### src/rtl/daq_arbiter_pkg.sv
// Shared types and constants for the DAQ record arbiter.
// Header layout is {magic, source index, payload length}.
package daq_arbiter_pkg;

    typedef enum logic [2:0] {
        ST_IDLE,
        ST_HEADER,
        ST_COPY,
        ST_DISCARD,
        ST_COMMIT
    } arb_state_t;

    localparam logic [7:0] HEADER_MAGIC  = 8'hD7;
    localparam int         HDR_MAGIC_LSB = 24;
    localparam int         HDR_SRC_LSB   = 16;
    localparam int         HDR_LEN_LSB   = 0;

    function automatic logic [31:0] make_header(input logic [7:0] src, input logic [15:0] len);
        logic [31:0] h;
        h = '0;
        h[HDR_MAGIC_LSB +: 8] = HEADER_MAGIC;
        h[HDR_SRC_LSB +: 8]   = src;
        h[HDR_LEN_LSB +: 16]  = len;
        return h;
    endfunction

endpackage

### src/rtl/daq_arbiter_rr_pick.sv
// Combinational round-robin picker: first eligible index at or after ptr, wrapping.
module rr_pick #(
    parameter int NREQ = 4
) (
    input  logic [NREQ-1:0] eligible,
    input  logic [2:0]      ptr,
    output logic            found,
    output logic [2:0]      index
);

    logic [2*NREQ-1:0] doubled;
    logic [NREQ-1:0]   rotated;
    logic [3:0]        sum;

    always_comb begin
        found   = 1'b0;
        sum     = '0;
        doubled = {eligible, eligible};
        rotated = NREQ'(doubled >> ptr);
        // Descending scan so the smallest offset from ptr wins.
        for (int k = NREQ - 1; k >= 0; k--) begin
            if (rotated[k]) begin
                found = 1'b1;
                sum   = {1'b0, ptr} + 4'(k);
            end
        end
        index = (sum >= 4'(NREQ)) ? 3'(sum - 4'(NREQ)) : sum[2:0];
    end

endmodule

### src/rtl/daq_arbiter.sv
// Round-robin merge of FWFT record producers into one length/data FIFO pair;
// the length word is committed only after all of the record's data words.
module daq_arbiter
    import daq_arbiter_pkg::*;
#(
    parameter int NREQ            = 4,
    parameter int MAC_PACKET_BITS = 9,
    parameter int MAX_RECORD      = 64
) (
    input  logic                          clk,
    input  logic                          rst,
    input  logic [NREQ-1:0]               enable_mask,
    input  logic [NREQ*MAC_PACKET_BITS-1:0] req_len,
    input  logic [NREQ-1:0]               req_len_valid,
    output logic [NREQ-1:0]               req_len_rd_en,
    input  logic [NREQ*32-1:0]            req_data,
    output logic [NREQ-1:0]               req_data_rd_en,
    output logic [31:0]                   out_data,
    output logic                          out_data_wr_en,
    input  logic                          out_data_full,
    output logic [MAC_PACKET_BITS-1:0]    out_len,
    output logic                          out_len_wr_en,
    input  logic                          out_len_full,
    output logic                          busy,
    output logic [2:0]                    grant,
    output logic [7:0]                    drop_count
);

    localparam int              W       = MAC_PACKET_BITS;
    localparam logic [W-1:0]    MAX_LEN = W'(MAX_RECORD);

    // Handshake: a producer head (req_len/req_data) is consumed on every cycle its
    // rd_en is high; rd_en is only raised when the matching head is known valid and
    // the downstream FIFO is not full, so a full flag stalls without popping.
    arb_state_t      state, state_next;
    logic [2:0]      grant_r, rr_ptr, pick_idx;
    logic [W-1:0]    remaining, len_r, pick_len;
    logic [NREQ-1:0] eligible;
    logic [31:0]     cur_data, data_word;
    logic            pick_found, load, decr, data_pop, len_pop;
    logic            wr_data, wr_len, advance_ptr, drop;

    assign eligible = req_len_valid & enable_mask;
    assign pick_len = req_len[pick_idx*W +: W];
    assign cur_data = req_data[grant_r*32 +: 32];

    rr_pick #(.NREQ(NREQ)) u_pick (
        .eligible (eligible),
        .ptr      (rr_ptr),
        .found    (pick_found),
        .index    (pick_idx)
    );

    always_ff @(posedge clk or posedge rst) begin
        if (rst) state <= ST_IDLE;
        else     state <= state_next;
    end

    always_comb begin
        state_next  = state;
        load        = 1'b0;
        decr        = 1'b0;
        data_pop    = 1'b0;
        len_pop     = 1'b0;
        wr_data     = 1'b0;
        wr_len      = 1'b0;
        advance_ptr = 1'b0;
        drop        = 1'b0;
        data_word   = '0;
        case (state)
            ST_IDLE: begin
                if (pick_found) begin
                    load       = 1'b1;
                    state_next = (pick_len > MAX_LEN) ? ST_DISCARD : ST_HEADER;
                end
            end
            ST_HEADER: begin
                if (!out_data_full) begin
                    wr_data    = 1'b1;
                    data_word  = make_header(8'(grant_r), 16'(len_r));
                    state_next = (len_r == '0) ? ST_COMMIT : ST_COPY;
                end
            end
            ST_COPY: begin
                if (!out_data_full) begin
                    data_pop  = 1'b1;
                    wr_data   = 1'b1;
                    data_word = cur_data;
                    decr      = 1'b1;
                    if (remaining == W'(1)) state_next = ST_COMMIT;
                end
            end
            ST_DISCARD: begin
                // Oversized records are consumed silently, then the length is popped.
                if (remaining != '0) begin
                    data_pop = 1'b1;
                    decr     = 1'b1;
                end else begin
                    len_pop     = 1'b1;
                    drop        = 1'b1;
                    advance_ptr = 1'b1;
                    state_next  = ST_IDLE;
                end
            end
            ST_COMMIT: begin
                if (!out_len_full) begin
                    wr_len      = 1'b1;
                    len_pop     = 1'b1;
                    advance_ptr = 1'b1;
                    state_next  = ST_IDLE;
                end
            end
            default: state_next = ST_IDLE;
        endcase
    end

    assign req_data_rd_en = data_pop ? (NREQ'(1) << grant_r) : '0;
    assign req_len_rd_en  = len_pop  ? (NREQ'(1) << grant_r) : '0;
    assign busy           = (state != ST_IDLE);
    assign grant          = grant_r;

    always_ff @(posedge clk or posedge rst) begin
        if (rst) begin
            out_data       <= '0;
            out_data_wr_en <= 1'b0;
            out_len        <= '0;
            out_len_wr_en  <= 1'b0;
            grant_r        <= '0;
            rr_ptr         <= '0;
            remaining      <= '0;
            len_r          <= '0;
            drop_count     <= '0;
        end else begin
            out_data_wr_en <= wr_data;
            out_len_wr_en  <= wr_len;
            if (wr_data) out_data <= data_word;
            if (wr_len)  out_len  <= len_r + W'(1);
            if (load) begin
                grant_r   <= pick_idx;
                remaining <= pick_len;
                len_r     <= pick_len;
            end else if (decr) begin
                remaining <= remaining - W'(1);
            end
            if (advance_ptr) rr_ptr <= (grant_r == 3'(NREQ - 1)) ? 3'd0 : grant_r + 3'd1;
            if (drop && drop_count != 8'hFF) drop_count <= drop_count + 8'd1;
        end
    end

endmodule

### config.mk
export PLATFORM = sky130hd
export DESIGN_NAME = daq_arbiter
export DESIGN_NICKNAME = d
export VERILOG_FILES = /design/src/rtl/daq_arbiter_pkg.sv /design/src/rtl/daq_arbiter_rr_pick.sv /design/src/rtl/daq_arbiter.sv
export SDC_FILE = /design/constraint.sdc
export NUM_CORES = 1
export LEC_CHECK = 0
export CORE_UTILIZATION = 46
export CTS_BUF_LIST = sky130_fd_sc_hd__clkbuf_8
export DETAILED_ROUTE_END_ITERATION = 16
export PLACE_DENSITY_LB_ADDON = 0.2
export SYNTH_ARGS = -nofsm -noshare
export SYNTH_HDL_FRONTEND = slang
export SYNTH_SLANG_ARGS = --single-unit
export TNS_END_PERCENT = 30
### constraint.sdc
create_clock -name clk -period 6 [get_ports clk]
set_clock_uncertainty 0.05 [all_clocks]
set_input_delay 0.9 -clock clk [delete_from_list [all_inputs] [get_ports clk]]
set_output_delay 0.9 -clock clk [all_outputs]
set_load 0.02 [all_outputs]
==> tab_implementation.tex, run 1 <==
\begin{tabular}{lr}
\hline
Metric & Value \\
\hline
\multicolumn{2}{l}{\textbf{GRT}} \\
Met3 usage & 0.09179 \\
Grt peak-use layer & met2 \\
First-pass GRT wire length & 25,320 um \\
GRT overflow & 0 \\
Met2 Usage GRT & 0.5175 \\
Antenna violations before repair & 0 \\
GRT Resource Usage Total & 0.2886 \\
Vias in the first global route & 5,118 \\
Met1 usage in global routing & 0.3155 \\
Largest net degree at the start of global routing & 61 \\
\multicolumn{2}{l}{\textbf{Logic synthesis}} \\
Synthesis warning total & 0 \\
Register area share after synthesis & 0.3869 \\
Average cell area after synthesis & 10.80 sq um \\
Cells after synthesis & 467 \\
Total of flip-flops plus latches after synthesis & 78 \\
Top\_reg\_cell synth & dfrtp\_1 \\
Share of synthesized flip-flops with an asynchronous set or reset & 1.000 \\
Proportion of synthesized area in mux cells & 0.2098 \\
Synth Area in XOR/XNOR & 0.03125 \\
Fraction of the mapped netlist area in adder cells & 0.03224 \\
Fraction of the mapped netlist area in compound gates & 0.1577 \\
Synth cell types & 63 \\
Post-Synth Simple-Gate Area & 0.1362 \\
Largest family of logic cells by synthesized area & multiplexers \\
Post-Synthesis Cell Area & 5045 sq um \\
Post-synth EDFFs & 0 \\
Syn Nets & 656 \\
\multicolumn{2}{l}{\textbf{Critical path}} \\
Classification of the worst setup path & flop to output port \\
Critical Path AT & 3.41 ns \\
Nature of the critical path endpoint & output port \\
Crit Path Max Fanout & 15 \\
Cells on worst reg2reg path & 10 \\
Worst path required time & 5.05 ns \\
Critical Path Start Type & flop \\
\multicolumn{2}{l}{\textbf{Job}} \\
Max-capacitance violation count & 0 \\
\multicolumn{2}{l}{\textbf{Power}} \\
Leakage Power & 3.188 nW \\
Worst-case vdd ir drop & 0.0003058 V \\
Power per Cell Area & 441.3 nW/um\^{}2 \\
\multicolumn{2}{l}{\textbf{STA}} \\
Maximum operating frequency & 229.6 MHz \\
Number of failing hold endpoints at the final stage & 0 \\
Summed negative setup slack over all endpoints & 0 ns \\
Slew of the pin with the lowest slew margin & 1.322 ns \\
Relative slew slack & 0.1184 \\
Least setup slack across all paths after layout & 1.645 ns \\
Final setup vio count & 0 \\
Minimum clock period & 4.355 ns \\
Setup repair after global routing missed its margin & false \\
Number of pins with negative max-slew slack in the final report & 0 \\
Share of the clock period used by the worst path after layout & 0.7259 \\
\multicolumn{2}{l}{\textbf{Floorplan}} \\
Die area & 11,390 sq um \\
\# rows & 37 \\
Starting density of the core & 0.4822 \\
Width of the die & 106.7 um \\
Height of the die & 106.7 um \\
Area of the core & 10,460 sq um \\
Top Ports & 239 \\
\multicolumn{2}{l}{\textbf{Placement}} \\
Final estimated routing congestion in global placement & 0.9053 \\
Inst Count DP & 817 \\
Post-Place Setup Slack & 1.631 ns \\
Number of I/O port buffers & 238 \\
HPWL Detailed & 12,450 um \\
\multicolumn{2}{l}{\textbf{Route}} \\
Number of search-and-repair iterations in the first detailed-routing pass & 4 \\
Per-cell via count in the routed design & 5.752 \\
Number of vias after detailed routing & 4,791 \\
Residual DRC & 0 \\
Drt first-iter violations & 293 \\
Total length of routed wires & 15,740 um \\
Number of nets still failing antenna checks after routing & 0 \\
Mean routed wirelength per cell & 18.90 um \\
\multicolumn{2}{l}{\textbf{Cells and area}} \\
Count of non-filler cells in the finished layout & 833 \\
Area grow syn2layout & 52.78\% \\
Share of layout cells above drive strength 1 & 0.1062 \\
Antenna diode count & 0 \\
Final standard cell utilization of the core & 0.7367 \\
Nets@finish & 881 \\
Fillers & 772 \\
\multicolumn{2}{l}{\textbf{Clock network}} \\
Register clock-pin slew on the reported worst setup and hold paths & 0.09 ns \\
Hold bufs inserted after CTS & 0 \\
Total of cells resized after clock tree synthesis & 0 \\
Max H-tree Level & 3 \\
Clock latency reported for the late side of the worst-skew pair & 0.35 ns \\
Num CTS Buffers & 9 \\
Buffer depth of the longest clock path & 2 \\
CTS Root Buffer Type & clkbuf\_8 \\
Clock net sink count & 78 \\
CTS tree & yes \\
Post-CTS setup buffer count & 0 \\
\multicolumn{2}{l}{\textbf{Status}} \\
Run status & finished, final reports clean \\
\multicolumn{2}{l}{\textbf{Hold path}} \\
Hold Crit Depth & 1 \\
Tightest Hold Check Type & flop to flop \\
\hline
\end{tabular}
registers in the layout, summed over array words and instances, names as in the netlist:
register,count
rr_ptr,3
state,3
out_len,9
grant,3
out_data,32
drop_count,8
out_len_wr_en,1
len_r,9
out_data_wr_en,1
remaining,9
area by class of cell:
type / instances / area (sq um) / area share
clock buffers: 9 / 123.9 / 0.01607
clock inverters: 7 / 78.83 / 0.01023
inverters: 23 / 87.58 / 0.01136
multi-input cells: 337 / 2874 / 0.3729
flip-flops and latches: 78 / 1953 / 0.2534
well taps: 136 / 170.2 / 0.02208
repair buffers: 243 / 2420 / 0.3140
logic make-up after synthesis:
| kind of cell | count (synthesis) |
|---|---|
| muxes | 64 |
| AOI/OAI and AO/OA | 108 |
| adders and majority gates | 13 |
| and+or+nand+nor | 134 |
| xor gates and xnor gates | 18 |
| DFF | 78 |
| buffers and inverters | 52 |
layer usage:
layer | vias to the layer above | wire [um]
li1 | 2206 | -
met1 | 2384 | 5715
met2 | 176 | 8276
met3 | 25 | 1380
met4 | 0 | 367
met5 | - | 0
worst max-delay path, stage by stage, from the launching register on:
cell	delay, ns
dfrtp_1	0.42
inv_1	0.12
ha_1	0.26
nor3b_1	0.64
nand2_1	0.17
nor2_1	0.24
o21a_1	0.50
nor2_1	0.12
clkdlybuf4s50_1	0.58
synth_stat cells (7+ instances only):
master | instances | area, sq um
and3_1 | 7 | 43.79
nor2_1 | 27 | 101.4
nand2b_1 | 9 | 56.30
a22o_1 | 14 | 122.6
inv_1 | 22 | 82.58
dfrtp_1 | 78 | 1952
clkbuf_1 | 19 | 71.32
nand3_1 | 13 | 65.06
a21oi_1 | 26 | 130.1
o21ai_0 | 18 | 90.09
xnor2_1 | 13 | 113.9
mux2i_1 | 27 | 270.3
mux4_2 | 33 | 743.2
a222oi_1 | 12 | 120.1
ha_1 | 13 | 162.7
nand2_1 | 47 | 176.4
per-stage QoR:
step                      cell area (sq um)  power, W  hold slack [ns]
after floorplan                        5045  0.002299           0.4285
after global placement                 7505  0.002946           0.4240
after detailed placement               7505  0.003004           0.4302
after CTS                              7707  0.003421           0.4486
after global routing                   7707  0.003637           0.4672
final                                  7707  0.003401           0.4432
report_power, final:
group          total, W  leakage [nW]  switching (W)  internal, W
logic           0.00201          2.10        0.00103     0.000982
clock network  0.000406         0.105       0.000208     0.000198
registers      0.000982         0.979       0.000231     0.000751
worst paths after layout:
check,start,end,slack (ns)
worst max-delay path,remaining[0],req_data_rd_en[2],1.64
worst min-delay path,drop_count[4],drop_count[4],0.44
worst max register to register,rr_ptr[1],state[1],2.16
worst min register to register,drop_count[4],drop_count[4],0.44
max in group asynchronous,rst,grant[0],4.04
min in group asynchronous,rst,out_data[2],0.77
cell usage in the layout (no fill, tap or decap), types with 2 or more instances in the layout:
master,netlist,final
o21ai_0,18,18
buf_4,1,5
ha_1,13,13
clkbuf_8,0,9
mux2i_1,27,27
o31ai_1,3,3
nand4_1,2,2
nand2b_1,9,9
nor2_1,27,26
dfrtp_1,78,77
clkinv_2,0,2
o2bb2a_1,3,3
nand2_1,47,47
nand3b_1,3,3
mux4_2,33,33
nor2b_1,2,2
inv_6,0,4
and2_1,2,2
mux2_2,4,4
a21oi_1,26,26
nor3b_1,3,3
a31oi_1,4,4
o21a_1,4,4
clkdlybuf4s50_1,0,238
nor4_1,5,5
a221o_1,6,6
xor2_1,5,5
xnor2_1,13,13
a22o_1,14,14
and3_1,7,7
a2bb2oi_1,3,3
a222oi_1,12,12
inv_1,22,21
nand3_1,13,13
Power figures use the tool's default switching activity.
==> inputs of run 2 (changes only) <==
- CORE_UTILIZATION: 46 -> 43
- clock period: 6 -> 4.4 ns (I/O delays scaled with it)
==> tab_implementation.tex, run 2 (same netlist as run 1, synthesis figures left out) <==
\begin{tabular}{lr}
\hline
Metric & Value \\
\hline
\multicolumn{2}{l}{\textbf{Cells and area}} \\
Register bank with the most flops & out\_data \\
Largest register FFs & 32 \\
Cell area after layout & 7715 sq um \\
Share of layout cells above drive strength 1 & 0.1087 \\
Leading cell type in the layout, fill and taps excluded & clkdlybuf4s50\_1 \\
Nets@finish & 883 \\
Area grow syn2layout & 52.93\% \\
Highest-count cells in the layout ignoring fill and taps & clkdlybuf4s50\_1, dfrtp\_1, nand2\_1 \\
\multicolumn{2}{l}{\textbf{Route}} \\
Number of vias after detailed routing & 4,812 \\
Number of search-and-repair iterations in the first detailed-routing pass & 5 \\
Drt first-iter violations & 228 \\
Mean routed wirelength per cell & 18.94 um \\
Per-cell via count in the routed design & 5.701 \\
Total length of routed wires & 15,980 um \\
Residual DRC & 0 \\
Number of nets still failing antenna checks after routing & 0 \\
\multicolumn{2}{l}{\textbf{GRT}} \\
First-pass GRT wire length & 24,740 um \\
GRT Resource Usage Total & 0.2729 \\
Grt peak-use layer & met2 \\
Met2 Usage GRT & 0.4676 \\
Met1 usage in global routing & 0.3195 \\
Vias in the first global route & 4,897 \\
Largest net degree at the start of global routing & 57 \\
Met3 usage & 0.08172 \\
Antenna violations before repair & 2 \\
GRT overflow & 0 \\
\multicolumn{2}{l}{\textbf{Floorplan}} \\
Width of the die & 110.3 um \\
Starting density of the core & 0.4418 \\
Height of the die & 110.3 um \\
Area of the core & 11,420 sq um \\
\# rows & 39 \\
Top Ports & 239 \\
Die area & 12,170 sq um \\
\multicolumn{2}{l}{\textbf{STA}} \\
Relative slew slack & 0.2120 \\
Final setup vio count & 0 \\
Share of the clock period used by the worst path after layout & 0.9062 \\
Setup repair after global routing missed its margin & false \\
Minimum clock period & 3.987 ns \\
Number of failing hold endpoints at the final stage & 0 \\
Summed negative setup slack over all endpoints & 0 ns \\
Number of pins with negative max-slew slack in the final report & 0 \\
Slew of the pin with the lowest slew margin & 1.176 ns \\
Maximum operating frequency & 250.8 MHz \\
\multicolumn{2}{l}{\textbf{Power}} \\
Internal power & 0.002579 W \\
Switching power as a share of total power & 0.4389 \\
Fraction of power consumed by sequential logic & 0.303 \\
Power per Cell Area & 595.9 nW/um\^{}2 \\
Fraction of power consumed by combinational cells & 0.587 \\
Worst-case vdd ir drop & 0.0004314 V \\
Leakage Power & 3.175 nW \\
Clock group share of total power & 0.109 \\
Total net switching power & 0.002018 W \\
\multicolumn{2}{l}{\textbf{Critical path}} \\
Critical Path Start Type & flop \\
Classification of the worst setup path & flop to output port \\
Nature of the critical path endpoint & output port \\
Critical Path AT & 3.28 ns \\
Crit Path Max Fanout & 15 \\
Worst path required time & 3.69 ns \\
Cells on worst reg2reg path & 11 \\
Origin of the critical flop-to-flop path & rr\_ptr[1] \\
Reg-to-reg slack, setup & 1.15 ns \\
Critical R2R Capture & state[1] \\
\multicolumn{2}{l}{\textbf{Clock network}} \\
CTS Root Buffer Type & clkbuf\_8 \\
Register clock-pin slew on the reported worst setup and hold paths & 0.09 ns \\
Hold bufs inserted after CTS & 0 \\
Max H-tree Level & 3 \\
Post-CTS setup buffer count & 0 \\
Num CTS Buffers & 9 \\
Total of cells resized after clock tree synthesis & 0 \\
CTS tree & yes \\
Clock net sink count & 78 \\
Buffer depth of the longest clock path & 2 \\
Clock latency reported for the late side of the worst-skew pair & 0.36 ns \\
\multicolumn{2}{l}{\textbf{Job}} \\
Max-capacitance violation count & 0 \\
\multicolumn{2}{l}{\textbf{Hold path}} \\
Tightest Hold Check Type & flop to flop \\
Worst-case hold path end point & drop\_count[6] \\
Start point of the worst hold path & drop\_count[6] \\
Hold Crit Depth & 1 \\
\multicolumn{2}{l}{\textbf{Placement}} \\
Final estimated routing congestion in global placement & 0.8593 \\
HPWL Detailed & 12,450 um \\
Number of I/O port buffers & 238 \\
Total cell area at the placement stage & 7528 sq um \\
\multicolumn{2}{l}{\textbf{Status}} \\
Run status & finished, final reports clean \\
\hline
\end{tabular}
==> run 2: worst max path at each step <==
stage / slack, ns / cells past startpoint / end / start
detailed placement: 0.61 / 5 / req_data_rd_en[1] / out_data_full
finish: 0.41 / 8 / req_data_rd_en[1] / remaining[0]
global route: 0.1 / 8 / req_data_rd_en[1] / remaining[0]
CTS: 0.41 / 8 / req_data_rd_en[1] / remaining[0]
global placement: 0.68 / 5 / req_data_rd_en[2] / out_data_full
floorplan: 1.56 / 5 / req_data_rd_en[0] / out_data_full
==> run 2: per-stage QoR <==
step	utilization	total power, W	setup slack [ns]	hold slack, ns	std cells
2_1_floorplan	-	0.003135	1.556	0.4285	467
3_3_place_gp	0.6593	0.004044	0.6832	0.4215	826
3_5_place_dp	0.6593	0.004106	0.6055	0.4296	826
4_1_cts	0.6752	0.004622	0.4057	0.4468	842
5_1_grt	0.6757	0.004939	0.09595	0.4632	844
6_report	0.6757	0.004597	0.4129	0.4416	844
==> run 2: critical path: stages (launching register included) <==
cell and delay, ns:
dfrtp_1 0.42, inv_1 0.11, ha_1 0.26, nor3b_1 0.56
nand2_1 0.14, nor2_1 0.24, o21a_1 0.51, nor2_1 0.11
clkdlybuf4s50_1 0.56
==> run 2: power groups by stage <==
stage / registers [W] / clock network, W / logic (W)
finish: 0.00139 / 0.000502 / 0.00270
global placement: 0.00139 / 0 / 0.00266
detailed placement: 0.00139 / 0 / 0.00271
global route: 0.00145 / 0.000543 / 0.00295
floorplan: 0.00148 / 0 / 0.00166
CTS: 0.00139 / 0.000512 / 0.00272
==> run 2: per-layer routing <==
layer  up-vias  part of all wire
li1       2219                 -
met1      2363              0.38
met2       198              0.51
met3        32             0.086
met4         0             0.029
met5         -                 0
==> run 2: final cells by class <==
cell class | count | area (sq um)
diodes | 2 | 5.005
clock inverters | 7 | 57.56
multi-input cells | 337 | 2874
flip-flops and latches | 78 | 1953
fillers | 914 | 3704
clock buffers | 9 | 123.9
well taps | 143 | 178.9
inverters | 23 | 87.58
repair buffers | 245 | 2435
==> inputs of run 3 (changes only) <==
- CTS_CLUSTER_SIZE: unset -> 14
==> results of run 3 <==
Final layout, timing and power as in run 2 (identical DEF).
